`config.mk`:
```
export PLATFORM = sky130hd
export DESIGN_NAME = jpeg_bitstream_writer
export DESIGN_NICKNAME = d
export VERILOG_FILES = /design/src/rtl/jpeg_bitstream_writer.sv
export SDC_FILE = /design/constraint.sdc
export NUM_CORES = 1
export LEC_CHECK = 0
export CORE_AREA = 4 4 159 115
export DETAILED_ROUTE_END_ITERATION = 8
export DIE_AREA = 0 0 163 119
export GPL_ROUTABILITY_DRIVEN = 1
export PLACE_DENSITY_LB_ADDON = 0.1
export RECOVER_POWER = 50
export SYNTH_ARGS = -nofsm -noshare
export SYNTH_HDL_FRONTEND = slang
export SYNTH_SLANG_ARGS = --single-unit
```
`constraint.sdc`:
```
create_clock -name clk -period 5 [get_ports clk]
set_clock_uncertainty 0.05 [all_clocks]
set_input_delay 1.25 -clock clk [delete_from_list [all_inputs] [get_ports clk]]
set_output_delay 1.25 -clock clk [all_outputs]
set_load 0.05 [all_outputs]
```
`src/rtl/jpeg_bitstream_writer.sv`:
```
// JPEG entropy-coded segment writer: packs variable-length codes MSB-first into
// bytes, inserts a 0x00 after every 0xFF, and pads with 1-bits on flush.
module jpeg_bitstream_writer #(
  parameter int CODE_W = 32,
  parameter int ACC_W  = 40
) (
  input  logic              clk,
  input  logic              rst,
  input  logic [CODE_W-1:0] code_in,
  input  logic [5:0]        code_len,
  input  logic              code_valid,
  output logic              code_ready,
  input  logic              flush,
  output logic [7:0]        byte_out,
  output logic              byte_valid,
  input  logic              byte_ready,
  output logic              flush_done,
  output logic [31:0]       byte_count,
  output logic [1:0]        dbg_state
);

  // Handshakes: a code moves when code_valid && code_ready; a byte moves when
  // byte_valid && byte_ready. A held byte never changes until it moves.

  typedef enum logic [1:0] {
    ST_RUN   = 2'd0,
    ST_STUFF = 2'd1,
    ST_FLUSH = 2'd2,
    ST_DONE  = 2'd3
  } state_t;

  localparam logic [6:0] CODE_W7 = 7'(CODE_W);
  localparam logic [6:0] ACC_W7  = 7'(ACC_W);
  localparam logic [ACC_W-1:0] TOP8 = {8'hFF, {(ACC_W-8){1'b0}}};

  state_t           state_q, state_d, ret_q, ret_d;
  logic [ACC_W-1:0] acc_q, acc_d;
  logic [6:0]       fill_q, fill_d;
  logic [7:0]       byte_q, byte_d;
  logic             bv_q, bv_d;
  logic [31:0]      cnt_q, cnt_d;

  logic [6:0]       len_eff, shamt;
  logic [ACC_W-1:0] code_ext, pad_mask;
  logic             byte_done, stuff_pend, can_load;

  always_ff @(posedge clk) begin
    if (rst) begin
      state_q <= ST_RUN;
      ret_q   <= ST_RUN;
      acc_q   <= '0;
      fill_q  <= '0;
      byte_q  <= 8'h00;
      bv_q    <= 1'b0;
      cnt_q   <= '0;
    end else begin
      state_q <= state_d;
      ret_q   <= ret_d;
      acc_q   <= acc_d;
      fill_q  <= fill_d;
      byte_q  <= byte_d;
      bv_q    <= bv_d;
      cnt_q   <= cnt_d;
    end
  end

  // New bits land directly below the fill bits of the MSB-aligned accumulator.
  assign len_eff  = ({1'b0, code_len} > CODE_W7) ? CODE_W7 : {1'b0, code_len};
  assign code_ext = {{(ACC_W-CODE_W){1'b0}}, code_in} & ~({ACC_W{1'b1}} << len_eff);
  assign shamt    = ACC_W7 - fill_q - len_eff;
  assign pad_mask = ({ACC_W{1'b1}} >> fill_q) & TOP8;

  assign byte_done  = bv_q && byte_ready;
  // A held 0xFF blocks new input so the stuff byte cannot race a code or flush.
  assign stuff_pend = bv_q && (byte_q == 8'hFF);
  assign can_load   = (fill_q >= 7'd8) && (!bv_q || byte_done);
  assign code_ready = (state_q == ST_RUN) && (fill_q < 7'd8) && !stuff_pend;

  always_comb begin
    state_d = state_q;
    ret_d   = ret_q;
    acc_d   = acc_q;
    fill_d  = fill_q;
    byte_d  = byte_q;
    bv_d    = bv_q;
    cnt_d   = cnt_q;
    if (byte_done) begin
      cnt_d = cnt_q + 32'd1;
      bv_d  = 1'b0;
    end
    case (state_q)
      ST_RUN, ST_FLUSH: begin
        if (byte_done && byte_q == 8'hFF) begin
          state_d = ST_STUFF;
          ret_d   = state_q;
          byte_d  = 8'h00;
          bv_d    = 1'b1;
        end else if (can_load) begin
          byte_d = acc_q[ACC_W-1 -: 8];
          bv_d   = 1'b1;
          acc_d  = acc_q << 8;
          fill_d = fill_q - 7'd8;
        end
        if (state_q == ST_RUN) begin
          if (code_valid && code_ready) begin
            acc_d  = acc_q | (code_ext << shamt);
            fill_d = fill_q + len_eff;
          end else if (flush && code_ready) begin
            state_d = ST_FLUSH;
            if (fill_q != 7'd0) begin
              acc_d  = acc_q | pad_mask;
              fill_d = 7'd8;
            end
          end
        end else if (fill_q == 7'd0 && !bv_q) begin
          state_d = ST_DONE;
        end
      end
      ST_STUFF: begin
        if (byte_done) begin
          state_d = ret_q;
          if (fill_q >= 7'd8) begin
            byte_d = acc_q[ACC_W-1 -: 8];
            bv_d   = 1'b1;
            acc_d  = acc_q << 8;
            fill_d = fill_q - 7'd8;
          end
        end
      end
      default: begin
        state_d = ST_RUN;
        acc_d   = '0;
        fill_d  = '0;
      end
    endcase
  end

  assign byte_out   = byte_q;
  assign byte_valid = bv_q;
  assign byte_count = cnt_q;
  assign flush_done = (state_q == ST_DONE);
  assign dbg_state  = state_q;

endmodule

```
==> results of run 1 <==
[cell type report]
type	instances	share of cell area [%]
Multi-Input combinational cell	989	59.6
Sequential cell	92	17.2
Timing Repair Buffer	203	16.3
Tap cell	231	2.69
Clock buffer	11	2.36
Inverter	34	1.20
Clock inverter	5	0.630
[worst register-to-register path: stages (launching register included)]
cell,delay (ns)
dfxtp_1,0.42
inv_1,0.23
ha_1,0.25
nor3b_1,0.56
o311a_1,0.44
and2_1,0.70
nand2_1,0.47
nor2_1,0.25
o21ai_0,0.19
a211oi_1,0.32
o31ai_1,0.12
[power groups by stage]
stage	Clock [mW]	Sequential [mW]	Combinational, mW
3_3_place_gp	0	1.08	4.32
3_5_place_dp	0	1.08	4.31
5_1_grt	0.774	1.09	4.78
4_1_cts	0.743	1.06	4.34
6_report	0.742	1.07	4.56
2_1_floorplan	0	1.08	2.65
[metrics by stage]
step | std cells | setup WS, ns | power (mW) | instance area, µm² | hold slack, ns
after floorplan | 1202 | 0.0272 | 3.74 | 8720 | 0.392
after global placement | 1549 | -0.0683 | 5.40 | 10400 | 0.410
after detailed placement | 1549 | -0.141 | 5.39 | 10400 | 0.417
after CTS | 1565 | 0.206 | 6.14 | 10700 | 0.421
after global routing | 1565 | 0.0123 | 6.64 | 10700 | 0.447
final | 1565 | 0.225 | 6.37 | 10700 | 0.415
[logic make-up after synthesis]
kind of cell / synth area share (%)
AOI/OAI and AO/OA: 35.3
and+or+nand+nor: 22.8
buffers and inverters: 5.69
DFF: 21.1
muxes: 6.93
xor gates and xnor gates: 3.92
adders and majority gates: 4.22
[state kept, by name (all words and copies together), names as in the netlist]
register	count
byte_valid	1
dbg_state	2
fill_q	7
ret_q	2
byte_count	32
byte_out	8
acc_q	40
[final timing paths]
| kind | from | to | cells after the start |
|---|---|---|---|
| setup / recovery | code_len[1] | acc_q[21] | 16 |
| hold reg to reg | byte_out[4] | byte_out[4] | 2 |
| hold / removal | byte_out[4] | byte_out[4] | 2 |
| setup reg to reg | fill_q[4] | acc_q[37] | 10 |
[layer usage]
layer | share of wire, % | wire length, µm
met1 | 45 | 15200
met2 | 39 | 13300
met3 | 14 | 4800
met4 | 1.9 | 645
met5 | 0.21 | 72
[cells in the mapped netlist, drive strengths merged, types with 16 or more instances]
| cell type | number |
|---|---|
| nand2 | 125 |
| nor2 | 116 |
| a21oi | 94 |
| o21ai | 93 |
| dfxtp | 92 |
| clkbuf | 60 |
| nand3 | 49 |
| mux2i | 39 |
| inv | 31 |
| nor3 | 31 |
| buf | 27 |
| o211ai | 25 |
| a31oi | 24 |
| a211oi | 23 |
| ha | 23 |
| xor2 | 23 |
| o22ai | 18 |
| xnor2 | 16 |
==> impl_results.md, run 1 <==
* Critical path peak fanout at 9
* Number of DRC markers in iteration 0 at 1662
* Yosys top cell area share at 21.1%
* Resized cells post-CTS at 0
* Clock buffer depth at 2
* Multi-input logic area at 6390 µm²
* CP Launch Type: input port
* Crit path time final at 4.78 ns
* FF-to-FF setup slack at 0.89 ns
* Rows at 40
* First-pass GRT wire length at 52.5 mm
* Gr usage total at 33.8%
* Post-synth top flop: dfxtp_1
* Final ANT Viol Nets at 0
* Grt ovf at 0
* Met1 global-route usage at 52.5%
* Fmax at 0.209 GHz
* CP Class: in -> reg
* Die W at 163 µm
* Crit path buf inv count at 4
* TritonCTS buffer count at 9
* Commonest non-fill, non-tap cells in the layout: 125 x nand2_1, 116 x nor2_1, 112 x buf_4
* Drt drc at 0
* CP Capture Type: flip-flop
* Sequential area share after synthesis at 21.1%
* Post-Route Setup TNS at 0 ns
* WP data required at 5.23 ns
* Final hold violations at 0
* Status: finished, final reports clean
* Cell area after synthesis at 8710 µm²
* Switching part of the total at 53.3%
* Cell Int Power at 2.98 mW
* DRT Wirelength at 34.0 mm
* Number of synthesized register bits at 92
* Commonest non-fill, non-tap cell in the layout: nand2_1
* CP arrival at 5.01 ns
* Initial antenna violation count at 0
* Crit-path cells: clkdlybuf4s50_1 > nor2b_2 > ha_1 > inv_1 > ha_1 > inv_1 > fa_1 > buf_4 > mux2i_1 > a31oi_1 > o31ai_1 > and3_1 > or4_1 > o31ai_1 > a31oi_1 > o21ai_0
* Clk network pwr share at 11.6%
* Top post-synthesis cells by area: dfxtp_1 21%, nand2_1 5.4%, a21oi_1 5.3%
* Clk_lat worst skew at 0.35 ns
* Port bufs at 87
* Hpwl dp at 26.2 mm
* Worst-path clk slew at 0.07 ns
* Largest net degree at the start of global routing at 69
* Max-Cap Viols at 0
* Routed WL per cell at 21.8 µm
* ANT cells at 0
* Final Util at 63.8%
* Htree depth at 3
* CP delay by family, top: adder cells
* Synth Instances at 1202
* Clock sink count at 92
* Syn nets at 1272
* # IOs at 88
* Vias in the first global route at 9333
* Initial Util at 51.8%
* Die height at 119 µm
* FF/Latch Area at 1840 µm²
* Final Max Tran Viols at 0
* Slew HR at 39.5%
* RSZ-0062 raised after global routing: false
* CP max stage cell: fa_1
* Hold WC Path Type: reg -> reg
* Yosys synthesis warning count at 0
* CTS tree: done
* Layout Nets at 1399
* Core area at 16800 µm²
* Share of post-route cells with drive strength above 1 at 13.5%
* Vias at 10500
* Slowest stage delay, CP at 0.61 ns
* Leak Pwr at 4.19 nW
* Unique masters post-synth at 85
* Sw Pwr at 3.40 mW
* Setup violators final at 0
* M2 GR Usage at 44.8%
* Root buf cell: clkbuf_16
* Number of vias per cell at 6.69
* Pre-antenna DRT Iters at 6
* Peak supply drop at 0.335 mV
* Post-CTS Setup Inserts at 0
* Logic pwr share at 71.5%
* Fraction of registers with async set/reset at 0%
* Fill count at 1556
* Hold_buf cts at 0
* Cell Pwr Density at 594 nW/µm²
* DIE AREA at 19400 µm²
* Part of the power in registers at 16.8%
* Area grow syn2layout at 23.1%
* Final period utilization at 95.5%
* Met3 usage at 10.7%
* Area leader, netlist: dfxtp_1
* Gr busiest metal: met1
* Syn avg cell area at 7.25 µm²
* Number of synthesized flops with an enable pin at 0
* Worst-Margin Slew at 0.885 ns
* Gpl congestion at 1.01
(Power assumes the default switching activity.)
==> run 2: changes to the inputs <==
CORE_AREA = 4 4 156 113   (was 4 4 159 115)
DIE_AREA = 0 0 160 117   (was 0 0 163 119)
clock period = 4.43 ns   (was 5 ns; I/O delays follow)
==> impl_results.md, run 2 (same netlist as run 1, synthesis figures left out) <==
* Slew HR at 48.9% (+9.4 points)
* Pre-antenna DRT Iters at 7 (+1)
* Initial Util at 54.1% (+2.3 points)
* Hpwl dp at 27.8 mm (+6.1%)
* CP Launch Type: input port
* DRT Wirelength at 36.1 mm (+6.2%)
* Htree depth at 3 (unchanged)
* Final ANT Viol Nets at 0 (unchanged)
* Fmax at 0.228 GHz
* Max FFs per register at 40 (unchanged)
* Root buf cell: clkbuf_16
* Worst Setup EP: acc_q[37]
* Switching part of the total at 52.1% (-1.2 points)
* DIE AREA at 18700 µm² (-3.5%)
* RSZ-0062 raised after global routing: true
* Setup violators final at 0 (unchanged)
* First-pass GRT wire length at 55.4 mm (+5.5%)
* Vias in the first global route at 9856 (+5.6%)
* Number of DRC markers in iteration 0 at 1703 (+2.5%)
* Reg2reg start: fill_q[4]
* Number of vias per cell at 6.78 (+1.3%)
* Clock buffer depth at 2 (unchanged)
* Layout Nets at 1459 (+4.3%)
* Port bufs at 87 (unchanged)
* Cell Pwr Density at 681 nW/µm² (+15%)
* Worst-Margin Slew at 0.761 ns (-0.124 ns)
* Sw Pwr at 4.07 mW (+20%)
* Clk_lat worst skew at 0.35 ns (about the same)
* WP data required at 4.64 ns (-0.59 ns)
* Final period utilization at 99.2%
* # IOs at 88 (unchanged)
* Hold WC Path Type: reg -> reg
* Peak supply drop at 0.322 mV (-4.0%)
* Rows at 39 (-2.5%)
* Reg with most FFs: acc_q
* Final Max Tran Viols at 0 (unchanged)
* Die W at 160 µm (-1.8%)
* Clock sink count at 92 (unchanged)
* Share of post-route cells with drive strength above 1 at 20.2% (+6.7 points)
* Core area at 16100 µm² (-4.2%)
* Die height at 117 µm (-1.7%)
* CP arrival at 4.60 ns (-0.41 ns)
* CP Class: in -> reg
* Worst-path clk slew at 0.07 ns (about the same)
* Commonest non-fill, non-tap cell in the layout: buf_4
* CTS tree: done
* Part of the power in registers at 15.5% (-1.3 points)
* Gpl congestion at 1.05 (+4.7%)
* Pre-CTS WS at -0.503 ns (-0.362 ns)
* Critical Path Start: code_len[1]
* Crit path time final at 4.39 ns
* Status: finished, final reports clean
* Gr usage total at 37.1% (+3.3 points)
* Clk network pwr share at 11.0% (-0.6 points)
* Area grow syn2layout at 31.7%
* Cell Int Power at 3.74 mW (+26%)
* Drt drc at 0 (unchanged)
* Routed WL per cell at 22.6 µm (+3.8%)
* Vias at 10900 (+3.6%)
* Pwr Total at 7.81 mW (+23%)
* Largest net degree at the start of global routing at 69 (unchanged)
* Final hold violations at 0 (unchanged)
* Logic pwr share at 73.5% (+2.0 points)
* RR Endpoint: acc_q[36]
* FF-to-FF setup slack at 0.63 ns (-0.26 ns)
* Grt ovf at 0 (unchanged)
* CP Capture Type: flip-flop
* Final WS setup at 0.0374 ns (-0.187 ns)
* Leak Pwr at 4.53 nW (+8.3%)
* FF-to-FF path depth at 9 (-1)
* Critical path peak fanout at 4 (-5)
* Commonest non-fill, non-tap cells in the layout: 166 x buf_4, 125 x nand2_1, 112 x nor2_1
* TritonCTS buffer count at 9 (unchanged)
* Initial antenna violation count at 0 (unchanged)
* Final Util at 71.3% (+7.5 points)
* Max-Cap Viols at 0 (unchanged)
## run 2: cell count changes in the layout (fill, tap and decap cells not counted), sizes merged
cell / previous run / this run
buf: 115 / 176
clkbuf: 13 / 11
bufinv: 1 / 2
clkdlybuf4s50: 42 / 41
clkinv: 5 / 4
clkinvlp: 0 / 1
diode: 0 / 1
dlygate4sd2: 0 / 1
## run 2: critical path, cell delays in order
cell	delay, ns
clkdlybuf4s50_1	0.50
nor2b_4	0.24
ha_4	0.23
inv_2	0.06
ha_4	0.13
inv_2	0.04
fa_2	0.55
buf_12	0.14
clkinv_8	0.06
mux2_2	0.27
and3_1	0.17
or4_4	0.56
nor3_2	0.22
a211oi_1	0.08
o31ai_1	0.24
## run 2: worst min path at each step
stage / from / endpoint / slack [ns] / depth (start not counted)
2_1_floorplan: acc_q[14] / acc_q[22] / 0.39 / 2
3_3_place_gp: byte_out[1] / byte_out[1] / 0.41 / 2
3_5_place_dp: byte_out[5] / byte_out[5] / 0.42 / 2
4_1_cts: byte_out[5] / byte_out[5] / 0.42 / 2
5_1_grt: byte_out[7] / byte_out[7] / 0.44 / 2
6_report: byte_out[5] / byte_out[5] / 0.42 / 2
## run 2: final cells by class
type | instances | area [µm²]
timing repair buffer | 263 | 2270
clock inverter | 6 | 93.8
sequential | 92 | 1840
multi-input combinational | 989 | 6640
antenna | 1 | 2.50
tap | 205 | 256
clock buffer | 10 | 229
inverter | 34 | 140
fill | 1397 | 4630
## run 2: routing by layer
metal,global-route usage (%),vias up,part of all wire [%]
met5,0,-,0
met2,51.2,761,39
met3,15.8,89,16
met4,7.05,0,2.1
li1,-,4935,-
met1,53.8,5067,43
## run 2: power groups by stage
stage	clock network, mW	registers (mW)	logic, mW
global placement	0	1.21	5.19
detailed placement	0	1.21	5.21
finish	0.858	1.21	5.74
floorplan	0	1.22	3.03
CTS	0.854	1.19	5.27
global route	0.883	1.22	6.04
## run 2: stage by stage
stage / cell area [µm²] / std cells / TNS [ns] / hold WS (ns)
global placement: 10900 / 1578 / -10.60 / 0.412
CTS: 11200 / 1594 / 0 / 0.425
floorplan: 8870 / 1202 / -0.200 / 0.392
global route: 11500 / 1599 / -0.140 / 0.441
finish: 11500 / 1600 / 0 / 0.422
detailed placement: 10900 / 1578 / -12.01 / 0.415
## run 2: what timing repair did
item,4_1_cts,5_1_grt
setup buffers,0,5
hold buffers,0,0
setup endpoints to repair,17,31
gates resized for setup,8,49
pin swaps,1,5
